===== src/rtl/aes_pkg.sv =====
// Shared definitions for the AES encryption scheduler: FSM states, key-length codes.
package aes_pkg;

  typedef enum logic [1:0] {
    IDLE   = 2'd0,
    KEYEXP = 2'd1,
    READY  = 2'd2,
    DRAIN  = 2'd3
  } state_t;

  localparam logic KEY_128 = 1'b0;
  localparam logic KEY_256 = 1'b1;

  // Width of the in-flight block counter (covers the longest round pipeline).
  localparam int IN_FLIGHT_W = 5;

endpackage


===== src/rtl/aes_out_fifo.sv =====
// Ciphertext output buffer: registered storage, first-word-fall-through read.
module aes_out_fifo #(
  parameter int BLOCK_LENGTH = 128,
  parameter int FIFO_DEPTH   = 16
) (
  input  logic                          clk,
  input  logic                          rst,
  input  logic                          push,
  input  logic [BLOCK_LENGTH-1:0]       push_data,
  input  logic                          pop,
  output logic [BLOCK_LENGTH-1:0]       pop_data,
  output logic [$clog2(FIFO_DEPTH):0]   count,
  output logic                          empty,
  output logic                          full
);

  localparam int PTR_W = $clog2(FIFO_DEPTH);

  logic [BLOCK_LENGTH-1:0] mem [FIFO_DEPTH];
  logic [PTR_W-1:0]        wr_ptr;
  logic [PTR_W-1:0]        rd_ptr;
  logic                    push_ok;
  logic                    pop_ok;

  assign empty   = (count == '0);
  assign full    = (count == ($clog2(FIFO_DEPTH) + 1)'(FIFO_DEPTH));
  assign push_ok = push & ~full;
  assign pop_ok  = pop & ~empty;

  // Head word is driven straight from storage; forced to zero while empty.
  assign pop_data = empty ? '0 : mem[rd_ptr];

  // Storage write.
  // NOTE: the data array carries no reset; only pointers and count qualify its contents.
  always_ff @(posedge clk) begin
    if (push_ok) mem[wr_ptr] <= push_data;
  end

  // Pointers wrap naturally at the power-of-two depth; count tracks occupancy.
  // NOTE: sequential state uses non-blocking assignments so all flops update together.
  always_ff @(posedge clk or negedge rst) begin
    if (!rst) begin
      wr_ptr <= '0;
      rd_ptr <= '0;
      count  <= '0;
    end else begin
      if (push_ok) wr_ptr <= wr_ptr + 1'b1;
      if (pop_ok)  rd_ptr <= rd_ptr + 1'b1;
      case ({push_ok, pop_ok})
        2'b10:   count <= count + 1'b1;
        2'b01:   count <= count - 1'b1;
        default: count <= count;
      endcase
    end
  end

endmodule


===== src/rtl/aes_enc_sched.sv =====
// AES encryption scheduler: key-schedule sequencing, credit-based block issue
// into the round pipeline, and in-order ciphertext buffering.
module aes_enc_sched
  import aes_pkg::*;
#(
  parameter int BLOCK_LENGTH = 128,
  parameter int FIFO_DEPTH   = 16
) (
  input  logic                    clk,
  input  logic                    rst,
  input  logic                    in_valid,
  output logic                    in_ready,
  input  logic [BLOCK_LENGTH-1:0] in_block,
  input  logic                    key_valid,
  output logic                    key_ready,
  input  logic                    key_len,
  output logic                    ks_start,
  output logic                    ks_len,
  input  logic                    ks_done,
  output logic                    pipe_en,
  output logic [BLOCK_LENGTH-1:0] pipe_in,
  input  logic                    pipe_out_valid,
  input  logic [BLOCK_LENGTH-1:0] pipe_out,
  output logic                    out_valid,
  input  logic                    out_ready,
  output logic [BLOCK_LENGTH-1:0] out_block,
  output logic                    busy
);

  localparam int CNT_W = $clog2(FIFO_DEPTH) + 1;
  localparam int SUM_W = ((CNT_W > IN_FLIGHT_W) ? CNT_W : IN_FLIGHT_W) + 1;

  state_t                 state;
  state_t                 state_next;
  logic                   ks_start_next;
  logic                   load_key;
  logic [IN_FLIGHT_W-1:0] in_flight;
  logic [CNT_W-1:0]       fifo_count;
  logic                   fifo_empty;
  logic                   fifo_full;
  logic [SUM_W-1:0]       credit_used;
  logic                   accept;
  logic                   pipe_counted;

  // Blocks in the pipeline plus blocks buffered must never exceed the buffer depth.
  assign credit_used  = SUM_W'(in_flight) + SUM_W'(fifo_count);
  assign in_ready     = (state == READY) && !key_valid && !fifo_full &&
                        (credit_used < SUM_W'(FIFO_DEPTH));
  assign accept       = in_valid & in_ready;
  // A pipeline result with nothing outstanding is spurious and dropped.
  assign pipe_counted = pipe_out_valid && (in_flight != '0);
  assign out_valid    = ~fifo_empty;
  assign busy         = (state == KEYEXP) || (state == DRAIN) || (in_flight != '0);

  // Next-state and key-handshake decode.
  // NOTE: every output of this block is defaulted first so no latch is inferred.
  always_comb begin
    state_next    = state;
    ks_start_next = 1'b0;
    load_key      = 1'b0;
    key_ready     = 1'b0;
    case (state)
      IDLE: begin
        key_ready = 1'b1;
        if (key_valid) begin
          load_key      = 1'b1;
          ks_start_next = 1'b1;
          state_next    = KEYEXP;
        end
      end
      KEYEXP: begin
        if (ks_done) state_next = READY;
      end
      READY: begin
        key_ready = 1'b1;
        if (key_valid) begin
          load_key   = 1'b1;
          state_next = DRAIN;
        end
      end
      DRAIN: begin
        // Buffered ciphertext may still be waiting; only the pipeline must be empty.
        if (in_flight == '0) begin
          ks_start_next = 1'b1;
          state_next    = KEYEXP;
        end
      end
      default: state_next = IDLE;
    endcase
  end

  // FSM state, key-schedule request and latched key length.
  always_ff @(posedge clk or negedge rst) begin
    if (!rst) begin
      state    <= IDLE;
      ks_start <= 1'b0;
      ks_len   <= KEY_128;
    end else begin
      state    <= state_next;
      ks_start <= ks_start_next;
      if (load_key) ks_len <= key_len;
    end
  end

  // Registered round-0 issue and in-flight block accounting.
  always_ff @(posedge clk or negedge rst) begin
    if (!rst) begin
      pipe_en   <= 1'b0;
      pipe_in   <= '0;
      in_flight <= '0;
    end else begin
      pipe_en <= accept;
      pipe_in <= accept ? in_block : '0;
      case ({accept, pipe_counted})
        2'b10:   in_flight <= in_flight + 1'b1;
        2'b01:   in_flight <= in_flight - 1'b1;
        default: in_flight <= in_flight;
      endcase
    end
  end

  aes_out_fifo #(
    .BLOCK_LENGTH (BLOCK_LENGTH),
    .FIFO_DEPTH   (FIFO_DEPTH)
  ) u_out_fifo (
    .clk       (clk),
    .rst       (rst),
    .push      (pipe_counted),
    .push_data (pipe_out),
    .pop       (out_ready),
    .pop_data  (out_block),
    .count     (fifo_count),
    .empty     (fifo_empty),
    .full      (fifo_full)
  );

endmodule


===== config.mk =====
export PLATFORM = sky130hd
export DESIGN_NAME = aes_enc_sched
export DESIGN_NICKNAME = d
export VERILOG_FILES = /design/src/rtl/aes_pkg.sv /design/src/rtl/aes_out_fifo.sv /design/src/rtl/aes_enc_sched.sv
export SDC_FILE = /design/constraint.sdc
export NUM_CORES = 2
export LEC_CHECK = 0
export ABC_AREA = 1
export CAP_MARGIN = 20
export CORE_UTILIZATION = 45
export DETAILED_ROUTE_END_ITERATION = 12
export GPL_ROUTABILITY_DRIVEN = 0
export PLACE_DENSITY = 0.63
export SYNTH_ARGS = -nofsm -noshare
export SYNTH_HDL_FRONTEND = slang
export SYNTH_SLANG_ARGS = --single-unit

===== constraint.sdc =====
create_clock -name clk -period 21.2 [get_ports clk]
set_input_delay 3.18 -clock clk [delete_from_list [all_inputs] [get_ports clk]]
set_output_delay 3.18 -clock clk [all_outputs]
set_load 0.005 [all_outputs]

After elaboration in Yosys (flattened, before gate mapping)
Memories as Yosys holds them, arrays and structs flattened.
Index checks and enable logic that the tools add are counted.
{"block": "op_classes", "add_sub_neg": 7, "bitwise": 5, "n_mux": 16, "eq_ne": 12, "magnitude_cmp": 1, "n_reduce_logical": 16}
{"operator": "128-bit 2-to-1 mux", "n": 2}
{"operator": "5-bit one-hot mux with 2 select lines", "n": 2}
{"operator": "5-bit by 1-bit adder with 5-bit output, second input constant", "n": 2}
{"operator": "5-bit logical NOT", "n": 2}
{"operator": "5-bit by 1-bit subtractor with 5-bit output, second input constant", "n": 2}
{"operator": "4-bit by 1-bit adder with 4-bit output, second input constant", "n": 2}
{"operator": "2-bit equality test, second input constant", "n": 4}
{"operator": "2-bit 2-to-1 mux", "n": 4}
{"operator": "2-bit one-hot mux with 4 select lines", "n": 1}
{"operator": "5-bit by 5-bit adder with 6-bit output", "n": 1}
{"operator": "2-bit by 1-bit equality test with 1-bit output, second input constant", "n": 3}
{"operator": "6-bit by 5-bit < comparator with 1-bit output, second input constant", "n": 1}
{"operator": "1-bit 2-to-1 mux", "n": 6}
{"operator": "2-bit inequality test, second input constant", "n": 3}
{"operator": "5-bit equality test, second input constant", "n": 1}
{"operator": "5-bit nonzero test", "n": 1}
{"operator": "1-bit logical AND", "n": 4}
{"operator": "4-bit AND reduction", "n": 1}
{"operator": "2-bit nonzero test", "n": 2}
{"operator": "1-bit bitwise AND", "n": 3}
{"operator": "1-bit logical NOT", "n": 2}
{"operator": "2-bit logical NOT", "n": 1}
{"operator": "1-bit logical OR", "n": 2}
{"operator": "2-bit by 1-bit inequality test with 1-bit output, second input constant", "n": 1}
{"operator": "3 further kinds", "n": 4}
{"block": "word_totals", "out_inout_bits": 263, "ramBits": 2048, "mem_count": 1, "word_cells": 67, "regBits": 151}
{"memory": "u_out_fifo.mem", "words": 16, "word_bits": 128, "rd": 1, "rd_clocked_by_memory_dff": 0, "wr": 1, "line": "aes_out_fifo.sv:19", "source": "logic [BLOCK_LENGTH-1:0] mem [FIFO_DEPTH];"}

Longest topological paths before layout
{"block": "logic_depth", "depth_word": 7, "depth_mapped": 17, "ltp_nobuf": 16}

Cells and area by module
From an unflattened synthesis, not the netlist that was laid out.
{"block": "unflattened", "cells_unflattened": 8614, "area_unflattened_um2": 91896.9}
{"module": "aes_out_fifo", "cells_per_inst": 8110, "n_inst": 1, "area_per_inst_um2": 86787.0}
{"module": "aes_enc_sched", "cells_per_inst": 504, "n_inst": 1, "area_per_inst_um2": 5109.9}

Worst setup path before layout
No wires, ideal clock.
{"block": "synth_path", "path_kind": "input port to flip-flop", "from": "input port pipe_out_valid", "to": "memory u_out_fifo.mem[1][0], enable pin", "cell_stages": 5, "path_buffers": 1, "setup_slack_ns": 8.112, "t_arrival_ns": 12.316, "setup_ns": 0.772, "required_ns": 20.428, "cell_sequence": "nand2_1 > inv_1 > nand2_1 > buf_2 > nor3_1"}
{"block": "synth_between", "elab_chain_len": 4}
{"element": "start: declaration", "line": "aes_enc_sched.sv:22", "source": "input logic pipe_out_valid,"}
{"element": "1-bit logical AND", "line": "aes_enc_sched.sv:51", "source": "assign pipe_counted = pipe_out_valid && (in_flight != '0);"}
{"element": "1-bit bitwise AND", "line": "aes_out_fifo.sv:27", "source": "assign push_ok = push & ~full;"}
{"element": "1-bit 2-to-1 mux", "line": "aes_out_fifo.sv:36", "source": "if (push_ok) mem[wr_ptr] <= push_data;"}
{"element": "1-bit 2-to-1 mux (implied by the code)", "line": "aes_out_fifo.sv:36"}
{"element": "end: declaration", "line": "aes_out_fifo.sv:19"}
Every way passes these cells.

Final worst setup path
{"block": "layout_path", "from": "register u_out_fifo.rd_ptr[0]", "to": "output port out_block[76]"}
{"block": "layout_between", "elab_chain_len": 2}
{"element": "start: declaration", "line": "aes_out_fifo.sv:21", "source": "logic [PTR_W-1:0] rd_ptr;"}
{"element": "start signal: assignment", "line": "aes_out_fifo.sv:48", "source": "if (pop_ok) rd_ptr <= rd_ptr + 1'b1;"}
{"element": "memory 16 x 128 bit"}
{"element": "128-bit 2-to-1 mux", "line": "aes_out_fifo.sv:31", "source": "assign pop_data = empty ? '0 : mem[rd_ptr];"}
{"element": "end: declaration", "line": "aes_enc_sched.sv:26", "source": "output logic [BLOCK_LENGTH-1:0] out_block,"}
Every way passes these cells.

==> key figures <==
Setup path
  – Reg2Reg Depth: 8
  – CP Class: flip-flop to output pin
  – CP max-delay cell: buf_4
  – Sequence of cells on the critical path: buf_4 > buf_4 > buf_4 > buf_4 > buf_4 > nand2_1 > nand2_1 > nand2_1 > nand3_1 > nand3_1 > a21oi_1 > clkdlybuf4s50_1
  – Worst path bufs/invs: 6
  – CP dominant cell by count: buf_4
  – Worst endpoint required time: 18.02 ns
  – CP peak stage delay: 0.99 ns
  – Delay-heaviest family, CP: buffers and inverters
  – Crit path max fanout: 104
  – Worst Path Arrival: 7.74 ns
  – CP endpoint kind: output pin
  – Worst path depth: 12
  – Startpoint types: flip-flop

Synthesis
  – Cell taking the most area after synthesis: edfxtp_1
  – Sequential fraction of the synthesis area: 71.17%
  – Top post-synthesis cells by area: edfxtp_1 (67%), nand2_1 (13%), nand3_1 (7.1%), inv_1 (4.8%), dfrtp_1 (4.1%)
  – Syn_area_per_cell: 10.66 um^2
  – Synth warn: 0
  – EDFF count, synth: 2048
  – Largest family of logic cells by synthesized area: simple AND/OR/NAND/NOR gates
  – FF+latch count, synth: 2199
  – Mapped Area: 91720 um^2
  – Synthesized Nets: 8890
  – XOR/XNOR Fraction of Synth Area: 0.1050%
  – Top cell type's share of synthesized area: 67.05%
  – Syn Inst Count: 8603
  – Most frequent cells after synthesis: nand2_1 (3126), edfxtp_1 (2048), nand3_1 (1297)
  – Simple-gate share of the synthesized area: 20.54%
  – Count leader, synth: nand2_1
  – Adder-Cell Fraction of Synth Area: 0.3219%
  – Prevailing post-synth register cell: edfxtp_1
  – Compound-gate portion of the synthesized area: 0.8117%
  – Library cells used by synthesis: 28
  – Multiplexer share of the synthesized area: 0%
  – Async SR Flop Fraction: 6.867%

STA
  – Unrepaired setup endpoints after global routing: no
  – Max Slew Vio Count: 0
  – Final period util: 51.53%
  – Fin Clk Skew: 0.02184 ns
  – Final setup violation count: 0
  – Worst slew pin tran: 1.278 ns
  – Setup TNS: 0 ns
  – Fmax: 91.53 MHz
  – Hold Slack: 0.5415 ns
  – Worst slew margin: 14.77%
  – Minimum clock period: 10.92 ns
  – Endpoints failing hold: 0

Clock tree
  – CTS tree: built
  – Sink Count: 2199
  – Postcts setup bufs: 0
  – Post-cts resize count: 0
  – Hold_buf cts: 0
  – Depth of the CTS H-tree: 4
  – Worst-case clock buffer depth: 3
  – Root buf cell: clkbuf_16
  – Skew-Pair Late Insertion Delay: 0.87 ns
  – Clock-pin slew on the worst setup and hold paths: 0.06 ns
  – TritonCTS Buffers: 222

Global routing
  – Initial antenna violation count: 49
  – Vias in the first global route: 59030
  – First-pass GRT wire length: 371800 um
  – GRT overflow: 0
  – Largest net degree at the start of global routing: 238
  – Gr usage total: 24.13%

Route
  – Remaining antenna violation count: 0
  – DRC: 0
  – Routed wire length: 251400 um
  – Mean number of vias per cell: 5.167
  – Routed len/inst: 21.18 um
  – DR pass1 iterations: 6
  – Drt initial violations: 5699
  – Via count: 61340

Final layout
  – Fraction of layout cells with a size suffix above 1: 4.641%
  – Nets: 9271
  – P&R area growth vs syn: 16.11%

Run
  – Maxcap violations: 0

Status
  – Status: completed

Placed design
  – I/O Buffers: 526
  – HPWL after detailed placement: 122300 um

Die
  – Io pins: 527
  – DIE WIDTH: 453.5 um
  – Die Height: 453.5 um
  – DIE AREA: 205600 um^2
  – Starting density of the core: 45.33%
  – Rows: 165
  – Core area: 202300 um^2

Power and ir drop
  – Pwr Total: 14.06 mW
  – Peak VDD IR: 0.0001323 V
  – Static leakage: 44.13 nW
  – Power Dens Cells: 132.0 nW/um^2

Worst hold path
  – Worst min path class: flip-flop to flip-flop
  – Depth of the worst hold-timing path: 2
==> layout make-up <==
type	count	area, um^2
diodes	20	50.05
well taps	2672	3343
flip-flops and latches	2199	65290
multi-input cells	4762	20090
inverters	1188	4498
fillers	17330	95830
repair buffers	611	6092
clock buffers	276	5933
clock inverters	144	1196
==> where the power goes <==
part           leakage [nW]  internal (mW)  total (mW)  switching (mW)
sequential             20.6           5.18        5.36           0.177
clock                  3.47           2.14        3.81            1.67
combinational          20.1           1.59        4.88            3.30
==> worst paths after layout <==
kind | from | endpoint | slack [ns]
worst max-delay path | u_out_fifo.rd_ptr[0]$_DFFE_PN0P_ | out_block[76] | 10.28
worst min-delay path | ks_len$_DFFE_PN0P_ | ks_len$_DFFE_PN0P_ | 0.54
worst max register to register | in_flight[0]$_DFFE_PN0P_ | u_out_fifo.mem[11][115]$_DFFE_PP_ | 16.97
worst min register to register | ks_len$_DFFE_PN0P_ | ks_len$_DFFE_PN0P_ | 0.54
max in group asynchronous | rst | pipe_in[39]$_DFF_PN0_ | 17.34
min in group asynchronous | rst | u_out_fifo.rd_ptr[0]$_DFFE_PN0P_ | 2.30
==> worst min-delay path, cell delays in order (launching register included) <==
cell	delay, ns
dfrtp_1	0.37
o21ai_0	0.09
nand2_1	0.05
==> registers in the layout (all words and copies together) (netlist names), 2 cells and up <==
name / count
state: 2
u_out_fifo.rd_ptr: 4
u_out_fifo.count: 5
u_out_fifo.wr_ptr: 4
in_flight: 5
u_out_fifo.mem: 2048
pipe_in: 128
==> stage by stage <==
stage / cells / worst slack, ns / instance area [um^2] / util, %
2_1_floorplan: 8603 / 8.112 / 91720 / -
3_3_place_gp: 11430 / 11.25 / 99310 / 49.09
3_5_place_dp: 11430 / 11.17 / 99310 / 49.09
4_1_cts: 11850 / 10.21 / 106400 / 52.61
5_1_grt: 11870 / 9.861 / 106500 / 52.63
6_report: 11870 / 10.28 / 106500 / 52.64
==> logic make-up after synthesis <==
| group | after synthesis |
|---|---|
| AOI/OAI and AO/OA | 147 |
| buffers and inverters | 1642 |
| DFF | 2199 |
| adders and majority gates | 23 |
| xor gates and xnor gates | 11 |
| and+or+nand+nor | 4581 |
==> layout by cell type (no fill, tap or decap), types with 2 or more instances in the layout <==
master | Yosys | final
nand2_1 | 3126 | 3126
edfxtp_1 | 2048 | 2048
nand3_1 | 1297 | 1296
inv_1 | 1183 | 1182
clkdlybuf4s50_1 | 0 | 525
clkbuf_16 | 0 | 226
dfrtp_1 | 151 | 147
nor2_1 | 143 | 138
a21oi_1 | 134 | 134
buf_4 | 4 | 70
clkinv_1 | 1 | 68
clkbuf_1 | 172 | 41
clkinv_2 | 1 | 41
ha_1 | 22 | 22
diode_2 | 0 | 20
buf_12 | 0 | 15
bufinv_16 | 0 | 13
nor3_2 | 0 | 12
o21ai_0 | 9 | 9
clkbuf_8 | 0 | 9
clkinvlp_4 | 0 | 8
xor2_1 | 7 | 7
clkinv_16 | 0 | 6
nor2_4 | 0 | 5
xnor2_1 | 4 | 4
dfrtp_4 | 0 | 4
inv_8 | 0 | 3
inv_16 | 0 | 3
inv_6 | 0 | 3
inv_2 | 3 | 2
clkinv_8 | 0 | 2
==> layer usage <==
metal	global-route usage, %	vias to the layer above	share of wire (%)
met5	0	-	0.088
met4	9.354	36	3.3
met3	4.135	466	6.7
met2	40.76	2178	49
met1	30.98	29870	41
li1	-	28800	-
No activity file was read; power rests on OpenSTA's default activity.
